$ cat config.mk
export PLATFORM = sky130hd
export DESIGN_NAME = cpu_test_harness_loader
export DESIGN_NICKNAME = d
export VERILOG_FILES = /design/src/rtl/cpu_test_harness_loader.sv
export SDC_FILE = /design/constraint.sdc
export NUM_CORES = 1
export LEC_CHECK = 0
export BUFFER_PORTS_ARGS = -buffer_cell sky130_fd_sc_hd__buf_4
export CAP_MARGIN = 25
export CORE_ASPECT_RATIO = 0.7
export CORE_MARGIN = 1
export CORE_UTILIZATION = 53
export CTS_BUF_LIST = sky130_fd_sc_hd__clkbuf_16
export CTS_CLUSTER_SIZE = 30
export DETAILED_ROUTE_END_ITERATION = 8
export GPL_TIMING_DRIVEN = 0
export PLACE_DENSITY = 0.87
export SLEW_MARGIN = 20
export SYNTH_ARGS = -nofsm -noshare
export SYNTH_HDL_FRONTEND = slang
export SYNTH_SLANG_ARGS = --single-unit
$ cat constraint.sdc
create_clock -name clk -period 8.5 [get_ports clk]
set_input_delay 0.425 -clock clk [delete_from_list [all_inputs] [get_ports clk]]
set_output_delay 0.425 -clock clk [all_outputs]
set_load 0.02 [all_outputs]
$ cat src/rtl/cpu_test_harness_loader.sv
// Sequencer placed upstream of the pipelined cpu top. It loads a program image into
// instruction memory and an initial image into data memory from a valid/ready word stream,
// runs the cpu for a programmed number of cycles, then streams a data-memory window back out.
//
// Ports:
//   clk, arst_n                 clock, asynchronous active-low reset
//   start + *_words/run_cycles  sequence launch pulse and phase counts (latched on start)
//   in_valid/in_data/in_ready   load stream (instruction words first, then data words)
//   out_valid/out_data/out_ready dump stream
//   *_ext                       instruction-memory external port (write only)
//   *_ext_2, rdata_ext_2        data-memory external port (write on load, read on dump)
//   enable                      cpu execution enable
//   busy, done                  sequence status
module cpu_test_harness_loader #(
  parameter int unsigned CNT_W     = 16,
  parameter int unsigned ADDR_STEP = 4,
  parameter int unsigned DUMP_BASE = 0
) (
  input  logic             clk,
  input  logic             arst_n,
  input  logic             start,
  input  logic [CNT_W-1:0] imem_words,
  input  logic [CNT_W-1:0] dmem_words,
  input  logic [CNT_W-1:0] run_cycles,
  input  logic [CNT_W-1:0] dump_words,
  input  logic             in_valid,
  input  logic [31:0]      in_data,
  output logic             in_ready,
  output logic             out_valid,
  output logic [31:0]      out_data,
  input  logic             out_ready,
  output logic [31:0]      addr_ext,
  output logic             wen_ext,
  output logic             ren_ext,
  output logic [31:0]      wdata_ext,
  output logic [31:0]      addr_ext_2,
  output logic             wen_ext_2,
  output logic             ren_ext_2,
  output logic [31:0]      wdata_ext_2,
  input  logic [31:0]      rdata_ext_2,
  output logic             enable,
  output logic             busy,
  output logic             done
);

  typedef enum logic [2:0] {
    StIdle,
    StLoadI,
    StLoadD,
    StRun,
    StDumpReq,
    StDumpLat,
    StDumpOut,
    StDone
  } state_e;

  state_e           state_q, state_d;
  logic [CNT_W-1:0] cnt_q, cnt_d;
  logic [CNT_W-1:0] imem_q, imem_d;
  logic [CNT_W-1:0] dmem_q, dmem_d;
  logic [CNT_W-1:0] run_q, run_d;
  logic [CNT_W-1:0] dump_q, dump_d;
  logic [31:0]      out_data_q, out_data_d;

  logic [CNT_W-1:0] cnt_inc;
  logic [31:0]      cnt_addr;
  state_e           first_phase, after_i, after_d, after_run;

  assign cnt_inc  = cnt_q + CNT_W'(1);
  assign cnt_addr = 32'(cnt_q) * ADDR_STEP;

  // Phase skipping: each phase hands over to the next one whose count is nonzero.
  // The start decision looks at the live inputs since they are being latched that cycle.
  assign after_run   = (dump_q != '0) ? StDumpReq : StDone;
  assign after_d     = (run_q != '0) ? StRun : after_run;
  assign after_i     = (dmem_q != '0) ? StLoadD : after_d;
  assign first_phase = (imem_words != '0) ? StLoadI :
                       (dmem_words != '0) ? StLoadD :
                       (run_cycles != '0) ? StRun :
                       (dump_words != '0) ? StDumpReq : StDone;

  always_comb begin
    state_d     = state_q;
    cnt_d       = cnt_q;
    imem_d      = imem_q;
    dmem_d      = dmem_q;
    run_d       = run_q;
    dump_d      = dump_q;
    out_data_d  = out_data_q;
    in_ready    = 1'b0;
    out_valid   = 1'b0;
    addr_ext    = 32'h0;
    wen_ext     = 1'b0;
    wdata_ext   = 32'h0;
    addr_ext_2  = 32'h0;
    wen_ext_2   = 1'b0;
    ren_ext_2   = 1'b0;
    wdata_ext_2 = 32'h0;
    enable      = 1'b0;

    unique case (state_q)
      StIdle, StDone: begin
        if (start) begin
          imem_d  = imem_words;
          dmem_d  = dmem_words;
          run_d   = run_cycles;
          dump_d  = dump_words;
          cnt_d   = '0;
          state_d = first_phase;
        end
      end
      StLoadI: begin
        in_ready = 1'b1;
        addr_ext = cnt_addr;
        if (in_valid) begin
          wen_ext   = 1'b1;
          wdata_ext = in_data;
          if (cnt_inc == imem_q) begin
            cnt_d   = '0;
            state_d = after_i;
          end else begin
            cnt_d = cnt_inc;
          end
        end
      end
      StLoadD: begin
        in_ready   = 1'b1;
        addr_ext_2 = cnt_addr;
        if (in_valid) begin
          wen_ext_2   = 1'b1;
          wdata_ext_2 = in_data;
          if (cnt_inc == dmem_q) begin
            cnt_d   = '0;
            state_d = after_d;
          end else begin
            cnt_d = cnt_inc;
          end
        end
      end
      StRun: begin
        enable = 1'b1;
        if (cnt_inc == run_q) begin
          cnt_d   = '0;
          state_d = after_run;
        end else begin
          cnt_d = cnt_inc;
        end
      end
      StDumpReq: begin
        ren_ext_2  = 1'b1;
        addr_ext_2 = DUMP_BASE + cnt_addr;
        state_d    = StDumpLat;
      end
      StDumpLat: begin
        // Read data returns one cycle after the request; capture it here.
        out_data_d = rdata_ext_2;
        state_d    = StDumpOut;
      end
      StDumpOut: begin
        out_valid = 1'b1;
        if (out_ready) begin
          if (cnt_inc == dump_q) begin
            cnt_d   = '0;
            state_d = StDone;
          end else begin
            cnt_d   = cnt_inc;
            state_d = StDumpReq;
          end
        end
      end
      default: state_d = StIdle;
    endcase
  end

  assign ren_ext  = 1'b0;
  assign out_data = out_data_q;
  assign busy     = (state_q != StIdle) && (state_q != StDone);
  assign done     = (state_q == StDone);

  always_ff @(posedge clk or negedge arst_n) begin
    if (!arst_n) begin
      state_q    <= StIdle;
      cnt_q      <= '0;
      imem_q     <= '0;
      dmem_q     <= '0;
      run_q      <= '0;
      dump_q     <= '0;
      out_data_q <= 32'h0;
    end else begin
      state_q    <= state_d;
      cnt_q      <= cnt_d;
      imem_q     <= imem_d;
      dmem_q     <= dmem_d;
      run_q      <= run_d;
      dump_q     <= dump_d;
      out_data_q <= out_data_d;
    end
  end

endmodule

==> results of run 1 <==
==> where the power goes <==
group | switching [uW] | internal [uW] | total, uW
registers | 266 | 807 | 1070
clock network | 275 | 434 | 709
logic | 863 | 769 | 1630
==> worst max path at each step <==
stage	end	slack [ns]
finish	cnt_q[5]$_DFFE_PN0P_	3.86
floorplan	cnt_q[15]$_DFFE_PN0P_	5.14
CTS	cnt_q[5]$_DFFE_PN0P_	3.95
detailed placement	cnt_q[5]$_DFFE_PN0P_	3.97
global route	cnt_q[5]$_DFFE_PN0P_	3.61
global placement	cnt_q[5]$_DFFE_PN0P_	3.99
==> layout make-up <==
cell class,instances,area share
Multi-Input combinational cell,557,0.397
Sequential cell,115,0.277
Timing Repair Buffer,271,0.198
Buffer,89,0.0475
Clock buffer,17,0.0410
Tap cell,185,0.0223
Clock inverter,15,0.0153
Inverter,5,0.00181
==> routing by layer <==
layer,up-vias,GRT usage
met1,3677,0.550
met3,108,0.129
met2,592,0.595
met5,-,0
li1,3257,-
met4,0,0.144
==> layout by cell type (no fill, tap or decap), types with 17 or more instances in the layout <==
| cell | count |
|---|---|
| clkbuf_1 | 39 |
| xnor2_1 | 43 |
| and3_1 | 81 |
| clkbuf_16 | 17 |
| nand2_1 | 22 |
| conb_1 | 33 |
| dfrtp_1 | 115 |
| nor2_1 | 24 |
| nor4_1 | 38 |
| buf_4 | 306 |
| mux2_2 | 96 |
| xor2_1 | 18 |
| o21ai_0 | 25 |
| and2_1 | 17 |
==> cells by family after synthesis <==
| kind of cell | after synthesis |
|---|---|
| and+or+nand+nor | 265 |
| buffers and inverters | 94 |
| xor gates and xnor gates | 68 |
| DFF | 115 |
| muxes | 98 |
| adders and majority gates | 1 |
| AOI/OAI and AO/OA | 92 |
| other | 1 |
==> worst max-delay path: stages (launching register included) <==
cell	delay [ns]
dfrtp_1	0.35
buf_4	0.23
nand3_2	0.16
nor4_1	0.87
xnor2_1	0.47
xnor2_1	0.23
or4_1	0.43
nor4_1	0.72
nor3_2	0.13
nor3_4	0.38
or2_2	0.21
buf_4	0.19
o2bb2ai_1	0.13
==> per-stage QoR <==
| step | instance area [um2] | hold WS (ns) | power [uW] | setup WS (ns) |
|---|---|---|---|---|
| after floorplan | 7510 | 0.129 | 2070 | 5.14 |
| after global placement | 9750 | 0.490 | 2580 | 3.99 |
| after detailed placement | 9780 | 0.382 | 2640 | 3.97 |
| after CTS | 10400 | 0.232 | 3370 | 3.95 |
| after global routing | 10400 | 0.242 | 3560 | 3.61 |
| final | 10400 | 0.244 | 3410 | 3.86 |
==> state kept, by name, indices dropped and copies added, names as in the netlist <==
register	cells
state_q	3
cnt_q	16
run_q	16
dmem_q	16
imem_q	16
out_data	32
dump_q	16
==> impl_metrics.toml, run 1 <==
[sta]
fin_crit_ns = 4.64
fin_setup_tns_ns = 0
fin_skew_ns = 0.00915
relSlewSlack = 0.329
setup_viol = 0
min_period_over_period = 0.546
rsz0062_at_grt = "false"
tightest_slew_ns = 1.00
fmax_mhz = 215
finalHoldViolations = 0
drv_slew = 0

[synth]
synth_commonest_cells = "115 x dfrtp_1, 96 x mux2_2, 81 x and3_1"
yosysWarnings = 0
yosysSeqAreaShare = 0.390
synth_edf_count = 0
synth_fa_ha_area_frac = 0.00169
synth_top_cell_by_area = "dfrtp_1"
synth.area.mux_share = 0.149
syn_inst = 734
ys_ff_latch = 115
synth_top_family_by_area = "simple AND/OR/NAND/NOR gates"
yosysUniqueCellTypes = 61
synth_area_leaders = "dfrtp_1 39%, mux2_2 15%, and3_1 6.9%"
synth-xor-area-share = 0.0911
synth_top_area_share = 0.390
yosys.area_share.simple = 0.214
synth-compound-area-share = 0.0848
yosysMostFrequentCell = "dfrtp_1"
syn_area_per_cell_um2 = 10.1
synth_ff_type = "dfrtp_1"
async_flop_share = 1.00
syn_area_mm2 = 0.00739

[status]
status = "complete, no violations"

[clocking]
path_clk_slew_ns = 0.06
clock_sinks = 115
cts_resized = 0
root_buffer = "clkbuf_16"
worstSkewPairLatency_ns = 0.41
postCtsSetupBuffers = 0
cts_tree = "done"
clockBufferDepth = 2
cts_hold_buf = 1
ctsHtreeMaxLevel = 4
cts_made_buffers = 17

[placed_design]
hpwl_mm = 22.2
io_buffers = 268
placed_cells = 1220
gp_congestion = 0.991

[setup_path]
end_kind = "register"
cp-startpoint = "cnt_q[0]$_DFFE_PN0P_"
required_ns = 8.77
r2r-end = "cnt_q[5]$_DFFE_PN0P_"
crit_arrival_ns = 4.92
startpoint_type = "register"
r2r_setup_slack_ns = 3.86
criticalPathCategory = "register to register"
r2r_start = "cnt_q[0]$_DFFE_PN0P_"
worst_r2r_path_depth = 12
crit_path_max_fanout = 10

[finish]
n_antenna_cell = 0
regArea_mm2 = 0.00288
layout-drive-gt1-share = 0.431
multiInputGateArea_mm2 = 0.00412
utilization = 0.777
fillers = 903
nets = 1190
areaGrowthSynthToFinish_pct = 40.5
final_cells = 1254

[routing]
wl_met1_mm = 11.2
routedWlPerCell_um = 23.0
via_count = 7634
postRouteAntennaNets = 0
route.met3.wl_mm = 4.08
viasPerCell = 6.09
routed_wl_mm = 28.9
drt_iter0_markers = 841
first_pass_iters = 7
highest_layer = "met4"
wl_met2_mm = 12.6
drcViolationCount = 0

[floorplan]
die_w_um = 143
fp.coreArea_mm2 = 0.0134
die_area_mm2 = 0.0144
rows = 35
start_util = 0.553
die_h_um = 101
io_pins = 302

[grt]
grt_max_degree = 71
grt_usage = 0.401
grt_pass1_vias = 7044
overflow = 0
grt_pass1_wl_mm = 42.4
grt_antenna_before_repair = 1

[power_and_ir_drop]
leakagePower_uw = 0.00504
ir_drop_uv = 257
powerDensity_mw_per_mm2 = 329

[min_path]
min_to = "out_data[24]$_DFFE_PN0P_"
hold_start = "rdata_ext_2[24]"
hp-class = "primary input to register"
holdPathStages = 2

[flow_run]
drv_cap = 0
No activity file was read; power rests on OpenSTA's default activity.
==> run 2, diff against run 1 <==
--- a/config.mk
+++ b/config.mk
@@ -9,12 +9,12 @@
 export CAP_MARGIN = 25
 export CORE_ASPECT_RATIO = 0.7
 export CORE_MARGIN = 1
-export CORE_UTILIZATION = 53
+export CORE_UTILIZATION = 45
 export CTS_BUF_LIST = sky130_fd_sc_hd__clkbuf_16
 export CTS_CLUSTER_SIZE = 30
 export DETAILED_ROUTE_END_ITERATION = 8
 export GPL_TIMING_DRIVEN = 0
-export PLACE_DENSITY = 0.87
+export PLACE_DENSITY = 0.78
 export SLEW_MARGIN = 20
 export SYNTH_ARGS = -nofsm -noshare
 export SYNTH_HDL_FRONTEND = slang
==> constraint.sdc (replaced) <==
create_clock -name clk -period 3.8 [get_ports clk]
set_input_delay 0.19 -clock clk [delete_from_list [all_inputs] [get_ports clk]]
set_output_delay 0.19 -clock clk [all_outputs]
set_load 0.02 [all_outputs]
==> impl_metrics.toml, run 2 (synthesized netlist as in run 1, its figures left out) <==
[status]
status = "complete, no violations"

[routing]
via_count = 7417
viasPerCell = 5.66
drcViolationCount = 0
postRouteAntennaNets = 0
drt_iter0_markers = 777
first_pass_iters = 8
routed_wl_mm = 27.3
routedWlPerCell_um = 20.8

[finish]
nets = 1212
areaGrowthSynthToFinish_pct = 45.8
layout-drive-gt1-share = 0.446
final_cell_mix = "317 x buf_4, 114 x dfrtp_1, 96 x mux2_2"
n_antenna_cell = 0
fin_area_mm2 = 0.0108
final_common_cell = "buf_4"
largest_reg_flops = 32

[power_and_ir_drop]
ir_drop_uv = 369
powerDensity_mw_per_mm2 = 714
leakagePower_uw = 0.00522

[clocking]
path_clk_slew_ns = 0.06
cts_made_buffers = 17
worstSkewPairLatency_ns = 0.42
ctsHtreeMaxLevel = 4
cts_tree = "done"
clock_sinks = 115
root_buffer = "clkbuf_16"
clockBufferDepth = 2

[floorplan]
io_pins = 302
rows = 38
die_area_mm2 = 0.0169
die_h_um = 109
fp.coreArea_mm2 = 0.0158
start_util = 0.468
die_w_um = 155

[setup_path]
cp_num_buf_inv = 3
required_ns = 4.09
max_stage_delay_ns = 0.47
critPathSlowestCell = "nor4_4"
crit_arrival_ns = 4.06
startpoint_type = "register"
crit_family = "simple AND/OR/NAND/NOR gates"
end_kind = "register"
worstPathCellList = "buf_2, nand4_1, nor4_4, buf_4, xnor2_1, a22o_1, nor4_2, nand4_1, a21o_1, nor3_4, buf_4, o21ai_0, o2bb2ai_1"
criticalPathCategory = "register to register"
crit_path_max_fanout = 10

[sta]
min_period_over_period = 0.992
drv_slew = 0
fin_setup_tns_ns = 0
relSlewSlack = 0.265
finalHoldViolations = 0
fin_crit_ns = 3.77
fmax_mhz = 265
setup_viol = 0
tightest_slew_ns = 1.09
fin_skew_ns = 0.0161

[placed_design]
placed_area_mm2 = 0.00983
hpwl_mm = 21.0
io_buffers = 268
gp_congestion = 0.963

[grt]
grt_usage = 0.319
grt_pass1_wl_mm = 40.2
overflow = 0
grt_pass1_vias = 6806
grt_max_degree = 65
grt_antenna_before_repair = 1

[min_path]
hp-class = "primary input to register"

[flow_run]
drv_cap = 0
run 2: cell type report:
cell class / instances / area (um2)
timing repair buffer: 295 / 2270
clock inverter: 15 / 169
buffer: 87 / 488
sequential: 115 / 2880
tap: 220 / 275
inverter: 5 / 18.8
fill: 1294 / 5010
clock buffer: 17 / 425
multi-input combinational: 557 / 4250
run 2: repair_timing:
| action | in CTS | in global routing |
|---|---|---|
| pin swaps | 0 | 4 |
| endpoints found under the hold margin | 63 | 1 |
| hold buffers | 13 | 1 |
| resized for setup | 11 | 12 |
| setup endpoints to repair | 17 | 18 |
| buffers inserted | 0 | 11 |
run 2: stage by stage:
stage	util	hold slack [ns]	worst slack, ns	total power, uW	instances
2_1_floorplan	-	-0.106	0.440	4630	766
3_3_place_gp	0.621	0.423	-0.706	5770	1254
3_5_place_dp	0.623	0.171	-0.560	5870	1256
4_1_cts	0.673	0.000159	0.0364	7550	1300
5_1_grt	0.682	0.00274	-0.00556	8110	1311
6_report	0.682	0.00501	0.0285	7690	1311
run 2: where the power goes:
| part | internal (uW) | switching [uW] |
|---|---|---|
| Sequential | 1800 | 549 |
| Clock | 982 | 648 |
| Combinational | 1800 | 1910 |
run 2: layer usage:
metal,vias up,track usage,part of all wire
li1,3312,-,-
met1,3645,0.447,0.43
met2,416,0.482,0.46
met3,44,0.0902,0.10
met4,0,0.0863,0.017
met5,-,0,0
run 2: path summary, 6_finish.rpt:
| check | start | end | slack, ns | cells after the start |
|---|---|---|---|---|
| min in group asynchronous | arst_n | out_data[11]$_DFFE_PN0P_ | 0.28 | 2 |
| hold reg to reg | out_data[27]$_DFFE_PN0P_ | out_data[27]$_DFFE_PN0P_ | 0.51 | 1 |
| setup / recovery | cnt_q[10]$_DFFE_PN0P_ | cnt_q[5]$_DFFE_PN0P_ | 0.03 | 13 |
| hold / removal | rdata_ext_2[17] | out_data[17]$_DFFE_PN0P_ | 0.005 | 2 |
| max in group asynchronous | arst_n | imem_q[13]$_DFFE_PN0P_ | 2.85 | 3 |
| setup reg to reg | cnt_q[10]$_DFFE_PN0P_ | cnt_q[5]$_DFFE_PN0P_ | 0.03 | 13 |
